`config.mk`:
```
export PLATFORM = sky130hd
export DESIGN_NAME = muldiv_unit
export DESIGN_NICKNAME = d
export VERILOG_FILES = /design/src/rtl/muldiv_unit.sv
export SDC_FILE = /design/constraint.sdc
export NUM_CORES = 1
export LEC_CHECK = 0
export ABC_CLOCK_PERIOD_IN_PS = 2900
export BUFFER_PORTS_ARGS = -buffer_cell sky130_fd_sc_hd__buf_2
export CAP_MARGIN = 0
export CORE_MARGIN = 4
export CORE_UTILIZATION = 53
export DETAILED_ROUTE_END_ITERATION = 10
export PLACE_DENSITY_LB_ADDON = 0.25
export REMOVE_ABC_BUFFERS = 1
export SKIP_CTS_REPAIR_TIMING = 1
export SLEW_MARGIN = 20
export SYNTH_ARGS = -nofsm -noshare
export SYNTH_HDL_FRONTEND = slang
export SYNTH_SLANG_ARGS = --single-unit
```
`constraint.sdc`:
```
create_clock -name clk -period 2.9 [get_ports clk]
set_input_delay 0.29 -clock clk [delete_from_list [all_inputs] [get_ports clk]]
set_output_delay 0.29 -clock clk [all_outputs]
set_load 0.01 [all_outputs]
```
`src/rtl/muldiv_unit.sv`:
```
`default_nettype none
// ============================================================================
//  Module      : muldiv_unit
//  Description : Iterative multi-cycle integer multiply/divide unit for the
//                MIPS datapath (MULTU, MULT, DIVU, DIV). Shift-add multiply
//                and restoring divide, one bit per cycle, on unsigned
//                magnitudes with a final sign fix-up. Results land in HI/LO.
//  Revision    : 1.0 - initial release
// ============================================================================
module muldiv_unit #(
    parameter int WIDTH = 32,
    parameter int CNT_W = 6
) (
    input  logic             clk,
    input  logic             reset_n,
    input  logic             start,
    input  logic [1:0]       op,
    input  logic [WIDTH-1:0] operand_a,
    input  logic [WIDTH-1:0] operand_b,
    output logic             busy,
    output logic             done,
    output logic [WIDTH-1:0] hi,
    output logic [WIDTH-1:0] lo,
    output logic             div_by_zero
);

    // FSM encoding
    localparam logic [1:0] c_IDLE  = 2'd0;
    localparam logic [1:0] c_RUN   = 2'd1;
    localparam logic [1:0] c_FIXUP = 2'd2;
    localparam logic [1:0] c_DONE  = 2'd3;

    // Counter value on the final RUN iteration
    localparam logic [CNT_W-1:0] c_LAST = CNT_W'(WIDTH - 1);

    logic [1:0]       r_state;
    logic [1:0]       w_next;
    logic [CNT_W-1:0] r_cnt;

    // Latched operation context
    logic             r_is_div;
    logic             r_neg_q;     // product / quotient sign
    logic             r_neg_r;     // remainder sign
    logic             r_dz;
    logic [WIDTH-1:0] r_operand;   // multiplicand magnitude or divisor magnitude

    // Shared accumulator: {hi,lo} product for multiply, {rem,quot} for divide
    logic [WIDTH-1:0] r_acc_hi;
    logic [WIDTH-1:0] r_acc_lo;

    // Result registers
    logic [WIDTH-1:0] r_hi;
    logic [WIDTH-1:0] r_lo;
    logic             r_div_by_zero;

    // Accept / operand conditioning
    logic             w_accept;
    logic             w_signed;
    logic [WIDTH-1:0] w_mag_a;
    logic [WIDTH-1:0] w_mag_b;

    // Multiply step
    logic [WIDTH:0]   w_add;

    // Divide step
    logic [WIDTH:0]   w_shift;
    logic             w_fits;
    logic [WIDTH-1:0] w_sub;

    // Sign fix-up
    logic [2*WIDTH-1:0] w_prod;
    logic [2*WIDTH-1:0] w_prod_fix;
    logic [WIDTH-1:0]   w_quo_fix;
    logic [WIDTH-1:0]   w_rem_fix;

    // A new op is only taken when the unit is not busy
    assign w_accept = start && ((r_state == c_IDLE) || (r_state == c_DONE));
    assign w_signed = op[0];
    assign w_mag_a  = (w_signed && operand_a[WIDTH-1]) ? -operand_a : operand_a;
    assign w_mag_b  = (w_signed && operand_b[WIDTH-1]) ? -operand_b : operand_b;

    // Multiplier LSB sits in acc_lo[0]; add the multiplicand into the upper half
    assign w_add = {1'b0, r_acc_hi} + (r_acc_lo[0] ? {1'b0, r_operand} : {(WIDTH+1){1'b0}});

    // Bring in the next dividend bit; a fitting trial difference is always < divisor,
    // so a WIDTH-bit subtraction is exact in that case
    assign w_shift = {r_acc_hi, r_acc_lo[WIDTH-1]};
    assign w_fits  = (w_shift >= {1'b0, r_operand});
    assign w_sub   = w_shift[WIDTH-1:0] - r_operand;

    assign w_prod     = {r_acc_hi, r_acc_lo};
    assign w_prod_fix = r_neg_q ? -w_prod : w_prod;
    assign w_quo_fix  = r_neg_q ? -r_acc_lo : r_acc_lo;
    assign w_rem_fix  = r_neg_r ? -r_acc_hi : r_acc_hi;

    // State register
    always_ff @(posedge clk or negedge reset_n) begin
        if (!reset_n) begin
            r_state <= c_IDLE;
        end else begin
            r_state <= w_next;
        end
    end

    // Next-state logic
    always_comb begin
        w_next = r_state;
        case (r_state)
            c_IDLE,
            c_DONE:  w_next = w_accept ? c_RUN : c_IDLE;
            c_RUN:   w_next = (r_cnt == c_LAST) ? c_FIXUP : c_RUN;
            c_FIXUP: w_next = c_DONE;
            default: w_next = c_IDLE;
        endcase
    end

    // State-decoded handshake outputs
    always_comb begin
        busy = 1'b0;
        done = 1'b0;
        case (r_state)
            c_RUN,
            c_FIXUP: busy = 1'b1;
            c_DONE:  done = 1'b1;
            default: ;
        endcase
    end

    // Datapath: operand capture, per-cycle iteration, sign fix-up into HI/LO
    always_ff @(posedge clk or negedge reset_n) begin
        if (!reset_n) begin
            r_cnt         <= '0;
            r_is_div      <= 1'b0;
            r_neg_q       <= 1'b0;
            r_neg_r       <= 1'b0;
            r_dz          <= 1'b0;
            r_operand     <= '0;
            r_acc_hi      <= '0;
            r_acc_lo      <= '0;
            r_hi          <= '0;
            r_lo          <= '0;
            r_div_by_zero <= 1'b0;
        end else if (w_accept) begin
            r_cnt    <= '0;
            r_is_div <= op[1];
            r_neg_q  <= w_signed && (operand_a[WIDTH-1] ^ operand_b[WIDTH-1]);
            r_neg_r  <= w_signed && operand_a[WIDTH-1];
            r_dz     <= op[1] && (operand_b == '0);
            r_acc_hi <= '0;
            if (op[1]) begin
                // Divide: dividend shifts out of acc_lo while quotient bits shift in
                r_operand <= w_mag_b;
                r_acc_lo  <= w_mag_a;
            end else begin
                // Multiply: multiplier shifts out of acc_lo while product bits shift in
                r_operand <= w_mag_a;
                r_acc_lo  <= w_mag_b;
            end
        end else begin
            case (r_state)
                c_RUN: begin
                    r_cnt <= r_cnt + CNT_W'(1);
                    if (r_is_div) begin
                        r_acc_hi <= w_fits ? w_sub : w_shift[WIDTH-1:0];
                        r_acc_lo <= {r_acc_lo[WIDTH-2:0], w_fits};
                    end else begin
                        {r_acc_hi, r_acc_lo} <= {w_add, r_acc_lo[WIDTH-1:1]};
                    end
                end
                c_FIXUP: begin
                    r_div_by_zero <= r_dz;
                    if (!r_is_div) begin
                        {r_hi, r_lo} <= w_prod_fix;
                    end else if (r_dz) begin
                        // Remainder path already reconstructs operand_a; quotient saturates
                        r_hi <= w_rem_fix;
                        r_lo <= '1;
                    end else begin
                        r_hi <= w_rem_fix;
                        r_lo <= w_quo_fix;
                    end
                end
                default: ;
            endcase
        end
    end

    assign hi          = r_hi;
    assign lo          = r_lo;
    assign div_by_zero = r_div_by_zero;

endmodule
`default_nettype wire

```
# == After elaboration in Yosys (flattened, before gate mapping) ==
# Cells that the tools add are included.
# word_totals
regBits,173
inputBits,69
word_cells,64
# op_classes
n_addsub,8
order_cmp,1
n_eq_ne,4
n_mux,25
n_bitwise,2
n_reduce_logical,12
# op_table
cell,n
2-to-1 mux 32 bit,17
negation 32 bit,4
2-to-1 mux 64 bit,1
negation 64 bit,1
adder 32 x 32 -> 33 bit,1
greater-or-equal comparator 33 x 32 -> 1 bit,1
zero test 32 bit,1
subtractor 32 bit,1
2-to-1 mux 6 bit,2
"adder 6 x 1 -> 6 bit, second input constant",1
"== test 6 x 5 -> 1 bit, second input constant",1
case mux 2 bit (3 select lines),1
logical AND 1 bit,5
"== test 2 bit, second input constant",2
OR reduction 2 bit,2
2-to-1 mux 1 bit,3
"== test 2 x 1 -> 1 bit, second input constant",1
zero test 2 bit,1
2-to-1 mux 2 bit,1
AND reduction 2 bit,1
nonzero test 2 bit,1
logical OR 1 bit,1
inverter 1 bit,1
XOR 1 bit,1

# == Longest topological paths before layout ==
# Gate-level depths: netlist of run 1.
# depth
ltp_word,5
mapped_depth,14

# == Worst setup path before layout of run 1 ==
# No wires, ideal clock.
# synth_path
path_kind,register -> register
from,register r_acc_lo[0]
to,register r_acc_hi[30]
t_arrival_ps,3109
t_required_ps,2767
path_slack_ps,-342
path_stages_with_launch,14
path_buffers,1
period_less_slack_ps,3242
path_cell_list,dfrtp_1 > inv_1 > clkbuf_1 > nor2_1 > ha_1 > and2_1 > a2111oi_0 > nand3_1 > o21a_1 > o2111ai_1 > o21ai_0 > a311oi_1 > mux2i_1 > o211ai_1
# synth_via
elab_chain_len,5
# synth_lines
item,line,source
from (decl),49,logic [WIDTH-1:0] r_acc_lo;
from (signal assigned),153,r_acc_lo <= w_mag_a;
from (signal assigned),157,r_acc_lo <= w_mag_b;
from (signal assigned),165,"r_acc_lo <= {r_acc_lo[WIDTH-2:0], w_fits};"
2-to-1 mux 32 bit,83,"assign w_add = {1'b0, r_acc_hi} + (r_acc_lo[0] ? {1'b0, r_operand} : {(WIDTH+1){1'b0}});"
adder 32 x 32 -> 33 bit,83,
2-to-1 mux 32 bit,163,if (r_is_div) begin
2-to-1 mux 32 bit,160,case (r_state)
2-to-1 mux 32 bit,143,end else if (w_accept) begin
to (signal assigned),164,r_acc_hi <= w_fits ? w_sub : w_shift[WIDTH-1:0];
to (signal assigned),167,"{r_acc_hi, r_acc_lo} <= {w_add, r_acc_lo[WIDTH-1:1]};"
to (decl),48,logic [WIDTH-1:0] r_acc_hi;
# No other way between the ends. The select of a mux whose other input is x is not followed.
# A chain may end at the register's enable or synchronous reset.

# == Worst setup path after layout of run 1 ==
# layout_path
from,register r_acc_lo[0]
to,register r_acc_hi[29]
# The elaborated chain is that of the path after synthesis.

==> run_results.csv, run 1 <==
group,metric,value,unit
outcome,status,"complete, but fails checks",
outcome,violations,"setup timing",
sta,setup_viol,28,
power_and_ir_drop,p_per_area,1120,nW/um2
cts,clockRootBuffer,"clkbuf_16",
worst_setup_path,cp_common_cell,"buf_6",
place,gp_congestion,0.941,
grt,overflow,0,
drt,detail-route-antenna-nets,0,
worst_setup_path,start_kind,"flop",
place,io_buffers,135,
sta,slew_headroom,41.8,%
layout,final_common_cell,"buf_4",
worst_setup_path,worst_r2r_startpoint,"r_acc_lo[0]$_DFFE_PN0P_",
layout,layout-drive-gt1-share,31.5,%
synth,yosys.area.top_type,"dfrtp_1",
run,timing.max_cap.violations,0,
synth,synthArstFlopShare,100,%
layout,design_area,19800,um2
synth,post_synth.cell_area_avg,7.78,um2
drt,wirelength,54.1,mm
sta,hold_viol,0,
die,core,27000,um2
sta,fin_skew,0.0229,ns
die,num_rows,60,
synth,synth_edf_count,0,
die,die_area,30300,um2
drt,drtPass1Iterations,6,
grt,grt.total_usage,33.4,%
worst_setup_path,crit_start,"r_acc_lo[0]$_DFFE_PN0P_",
power_and_ir_drop,power_leakage,9.07,nW
place,dp_hpwl,40.1,mm
layout,finalNetCount,2408,
min_path,hp-start,"op[0]",
sta,period_needed,3.18,ns
sta,tightest_slew,0.871,ns
synth,ys_types,67,
synth,synth_area,14600,um2
synth,ys_top_cells_by_area,"dfrtp_1 (30%), a21oi_1 (6.9%), ha_1 (6.2%), nor2_1 (5.7%), o21ai_0 (5.5%)",
worst_setup_path,crit_type,"flop to flop",
grt,antenna_found_initial,1,
drt,drtIter0Drc,1237,
drt,route.detailed.drc,0,
worst_setup_path,worstPathArrival,3.53,ns
synth,synthCells,1877,
min_path,holdCritPathClass,"primary input to flop",
cts,htree_levels,4,
worst_setup_path,worst_path_largest_cell_delay,0.43,ns
synth,synth_seq_cells,173,
die,io_pins,136,
die,initial_utilization,54.0,%
place,dpl-instance-area,17700,um2
layout,layout_common_cells,"buf_4 (302), nor2_1 (203), nand2_1 (189), a21oi_1 (177), dfrtp_1 (167)",
worst_setup_path,critical_path.cell_chain,"inv_2 > buf_12 > buf_6 > nor2_1 > ha_1 > o21a_1 > o31a_1 > o21ai_2 > buf_6 > a211oi_4 > buf_6 > o211ai_1 > a31oi_1 > xnor2_1 > nand2_1 > a32o_1",
synth,ys.flop_type,"dfrtp_1",
worst_setup_path,required,3.25,ns
die,die_h,174,um
sta,setup_slack,-0.282,ns
cts,cts_tree,"built",
worst_setup_path,crit_slowest_cell,"dfrtp_1",
worst_setup_path,cp-end-kind,"flop",
synth,netlist.area_leader.share,29.7,%
sta,final_max_slew_viol_count,0,
sta,fin_crit_sh,110,%
cts,clk_pin_slew,0.09,ns
cts,cts_sinks,173,
place,dp_slack,-0.440,ns
die,die_x,174,um
cts,cts_made_buffers,17,
cts,insertion_delay,0.46,ns
worst_setup_path,cp_max_fo,7,
grt,grt_pass1_wl,81.2,mm
drt,wl_per_cell,20.6,um
sta,fmax,314,MHz
drt,routed-via-count,15900,
cts,clock_path_buffers,2,
drt,vias_per_cell,6.06,
grt,grt_max_degree,96,
grt,grt_pass1_vias,14900,
synth,yosysWarnings,0,
layout,area_growth_syn_to_layout,35.5,%
synth,yosysSeqAreaShare,29.7,%
power_and_ir_drop,ir_worst_vdd,0.000508,V
sta,rsz0062_at_grt,"true",
[Yosys cell counts, drive strengths merged, types with 5 or more instances]
library cell,instances
mux2,22
clkbuf,91
or3,19
nand3,28
o41ai,11
a31oi,15
o21a,20
buf,14
xor2,90
or4,15
and2,16
dfrtp,173
o21bai,9
o221ai,11
o21ai,175
a211oi,19
or2,10
nand2,195
o31ai,23
nand4,12
a22oi,5
and3,11
nor4,12
nor2b,11
nor2,220
mux2i,49
o211ai,51
a21oi,202
ha,72
nor3,37
inv,69
xnor2,85
a21o,31
[where the power goes]
part           switching [mW]  internal [mW]  leakage, nW
logic                    8.76           7.47         6.65
registers               0.557           3.04         2.13
clock network            1.18           1.24        0.290
[worst max-delay path, delay by kind of cell (launching register included)]
family                     cells  cell delay [ns]
AOI/OAI and AO/OA              7             1.31
xor gates and xnor gates       1             0.14
adders and majority gates      1             0.36
buffers and inverters          5             0.72
DFF                            1             0.43
and+or+nand+nor                2             0.10
[kinds of logic (layout without fill, tap and decap cells)]
kind of cell	after synthesis	count (layout)	synth area share [%]
fa+ha+maj	74	74	6.45
other cells	0	1	0
buf+inv	174	575	4.49
simple gates	601	601	18.5
flops	173	173	29.7
mux	71	71	5.06
xor+xnor	175	175	10.5
compound gates	609	609	25.3
[final cells by class]
class                      instances  area [um2]
clock inverter                    14         165
antenna                            1        2.50
inverter                          69         262
clock buffer                      18         429
timing repair buffer             474        3500
tap                              341         427
sequential                       173        4340
multi-input combinational       1530       10700
fill                            2119        7240
[worst paths after layout]
kind | end | slack, ns | cells after the start
max | r_acc_hi[29]$_DFFE_PN0P_ | -0.28 | 16
min | r_neg_q$_DFFE_PN0P_ | 0.18 | 3
max reg2reg | r_acc_hi[29]$_DFFE_PN0P_ | -0.28 | 16
min reg2reg | r_operand[8]$_DFFE_PN0P_ | 0.48 | 2
max in group asynchronous | lo[7]$_DFFE_PN0P_ | 1.74 | 3
min in group asynchronous | r_operand[4]$_DFFE_PN0P_ | 0.35 | 2
[sequential cells by signal, summed over array words and instances, names as in the netlist, 2 cells and up]
name	cells
lo	32
r_operand	32
r_state	2
r_acc_hi	32
r_cnt	6
hi	32
r_acc_lo	32
[through the flow]
step           utilization, %  setup TNS (ns)  power, mW  cells  hold slack, ns
6_report                 73.2           -2.30       22.3   2620           0.178
5_1_grt                  73.2           -6.64       23.6   2619           0.173
4_1_cts                  67.8           -9.09       19.6   2582          -0.202
3_5_place_dp             65.6           -7.78       17.1   2550           0.283
3_3_place_gp             65.6           -5.73       17.0   2550           0.277
2_1_floorplan               -          -80.41       11.3   1772        -0.00559
[layer usage]
metal / vias to the layer above / GRT usage, % / share of wire (%)
met1: 7646 / 45.4 / 43
met5: - / 0 / 0.024
met3: 116 / 6.05 / 7.2
met2: 632 / 54.4 / 47
met4: 2 / 10.3 / 3.0
li1: 7490 / - / -
(Power assumes the default switching activity.)
==> inputs of run 2 (changes only) <==
--- a/config.mk
+++ b/config.mk
@@ -11,6 +11,7 @@
 export CORE_MARGIN = 4
 export CORE_UTILIZATION = 53
 export DETAILED_ROUTE_END_ITERATION = 10
+export MAX_ROUTING_LAYER = met4
 export PLACE_DENSITY_LB_ADDON = 0.25
 export REMOVE_ABC_BUFFERS = 1
 export SKIP_CTS_REPAIR_TIMING = 1
==> run 2 against run 1 <==
The run still ends with setup timing left. Via count about the same. Sequential cell count unchanged. Critical path type unchanged. Combinational power about the same. Setup slack improved by 0.073 ns. Non-clock buffer count decreased by 13. Clock-buffer cell count unchanged. Clock skew decreased by 0.00072 ns. Final cell count decreased by 0.53%. First-iteration DRC count increased by 24%.
==> run_results.csv, run 2 (synthesis results as in run 1) <==
group,metric,value,unit
outcome,status,"complete, but fails checks",
outcome,violations,"setup timing",
sta,period_needed,3.11,ns
sta,fin_crit_sh,107,%
sta,tightest_slew,0.837,ns
layout,layout-drive-gt1-share,29.9,%
worst_setup_path,reg2regPathDepth,8,
die,io_pins,136,
layout,final_cell_count_no_fill,2606,
die,num_rows,60,
sta,setup_slack,-0.209,ns
sta,rsz0062_at_grt,"true",
layout,final_common_cell,"buf_4",
worst_setup_path,cp_common_cell,"or3_4",
layout,layout_common_cells,"buf_4 (293), nor2_1 (208), nand2_1 (190), a21oi_1 (178), dfrtp_1 (169)",
sta,fin_skew,0.0222,ns
worst_setup_path,critical_path_buf_inv_count,0,
run,timing.max_cap.violations,0,
layout,design_area,19500,um2
grt,grt.total_usage,34.2,%
drt,detail-route-antenna-nets,0,
sta,hold_viol,0,
sta,final_max_slew_viol_count,0,
grt,grt_max_degree,124,
worst_setup_path,worstPathArrival,3.43,ns
sta,fmax,322,MHz
sta,setup_viol,26,
place,dp_hpwl,40.2,mm
drt,routed-via-count,15900,
worst_setup_path,cp.depth,8,
worst_setup_path,cp_max_fo,5,
worst_setup_path,rrSetupSlack,-0.21,ns
cts,cts_made_buffers,17,
worst_setup_path,required,3.22,ns
place,io_buffers,135,
layout,finalNetCount,2395,
layout,antennaDiodeCount,0,
layout,area_growth_syn_to_layout,33.6,%
drt,drtPass1Iterations,6,
drt,drtIter0Drc,1537,
power_and_ir_drop,ir_worst_vdd,0.000628,V
worst_setup_path,crit_family,"simple AND/OR/NAND/NOR gates",
worst_setup_path,crit_type,"flop to flop",
die,die_area,30300,um2
worst_setup_path,worst_r2r_startpoint,"r_acc_hi[17]$_DFFE_PN0P_",
die,core,27000,um2
cts,clock_path_buffers,2,
place,dp_slack,-0.502,ns
drt,vias_per_cell,6.10,
sta,slew_headroom,44.1,%
place,placedCellCount,2547,
worst_setup_path,crit_slowest_cell,"or4b_4",
worst_setup_path,critPathCapture,"hi[27]$_DFFE_PN0P_",
drt,route.detailed.drc,0,
power_and_ir_drop,finalPower,21.9,mW
die,die_h,174,um
worst_setup_path,cp-end-kind,"flop",
place,dpl-instance-area,17700,um2
power_and_ir_drop,p_per_area,1130,nW/um2
min_path,holdCritPathClass,"primary input to flop",
cts,insertion_delay,0.46,ns
cts,cts_sinks,173,
grt,antenna_found_initial,0,
worst_setup_path,critical_path.cell_chain,"or3_4 > or3_4 > or4_4 > or3_4 > or4b_4 > o21ai_2 > xor2_1 > a21oi_1",
worst_setup_path,timing.rr.end,"hi[27]$_DFFE_PN0P_",
cts,cts_tree,"built",
drt,wl_per_cell,20.8,um
die,initial_utilization,54.0,%
cts,htree_levels,4,
worst_setup_path,worst_path_largest_cell_delay,0.50,ns
worst_setup_path,start_kind,"flop",
place,gp_congestion,0.994,
grt,grt_pass1_wl,81.0,mm
cts,clockRootBuffer,"clkbuf_16",
power_and_ir_drop,power_leakage,9.01,nW
worst_setup_path,crit_start,"r_acc_hi[17]$_DFFE_PN0P_",
cts,clk_pin_slew,0.08,ns
grt,overflow,0,
drt,wirelength,54.2,mm
grt,grt_pass1_vias,14900,
die,die_x,174,um
==> run 2: changes by cell type in the layout (fill, tap and decap cells not counted), sizes merged <==
cell / delta
buf: -13
bufinv: -1
clkinv: +1
clkinvlp: +1
diode: -1
inv: -1
==> run 2: layer usage <==
layer / routed length, um / GRT usage [%]
met1: 23100 / 45.9
met5: 0 / -
met4: 1300 / 8.58
met2: 25500 / 55.2
met3: 4360 / 4.68
==> run 2: worst min-delay path, delay by kind of cell <==
kind	cells	cell delay (ns)
buffers and inverters	1	0.14
and+or+nand+nor	2	0.12
==> run 2: power breakdown <==
group          leakage, nW  total (mW)  switching [mW]  internal (mW)
combinational         6.60        15.9            8.61           7.31
sequential            2.13        3.64           0.600           3.04
clock                0.280        2.38            1.21           1.17
total                 9.01        21.9            10.4           11.5
==> run 2: layout make-up <==
class,count,area [um2]
Timing Repair Buffer,461,3420
Fill cell,2166,7530
Inverter,69,259
Multi-Input combinational cell,1530,10500
Tap cell,341,427
Clock buffer,18,439
Sequential cell,173,4340
Clock inverter,14,143
==> run 2: worst min-delay path by stage <==
stage             from                  endpoint  slack [ns]  cells after the start
6_report         op[0]       r_neg_q$_DFFE_PN0P_        0.14                      3
4_1_cts        reset_n         lo[2]$_DFFE_PN0P_       -0.22                      1
2_1_floorplan  reset_n   div_by_zero$_DFFE_PN0P_      -0.006                      0
3_5_place_dp   reset_n  r_operand[4]$_DFFE_PN0P_        0.27                      1
5_1_grt          op[0]       r_neg_q$_DFFE_PN0P_        0.13                      3
3_3_place_gp   reset_n  r_operand[4]$_DFFE_PN0P_        0.26                      1
==> run 2: metrics by stage <==
stage / TNS, ns / hold WS [ns] / util [%]
5_1_grt: -5.45 / 0.129 / 72.1
4_1_cts: -10.07 / -0.220 / 67.7
6_report: -2.54 / 0.141 / 72.1
3_5_place_dp: -9.18 / 0.265 / 65.5
2_1_floorplan: -80.41 / -0.00559 / -
3_3_place_gp: -6.75 / 0.265 / 65.5
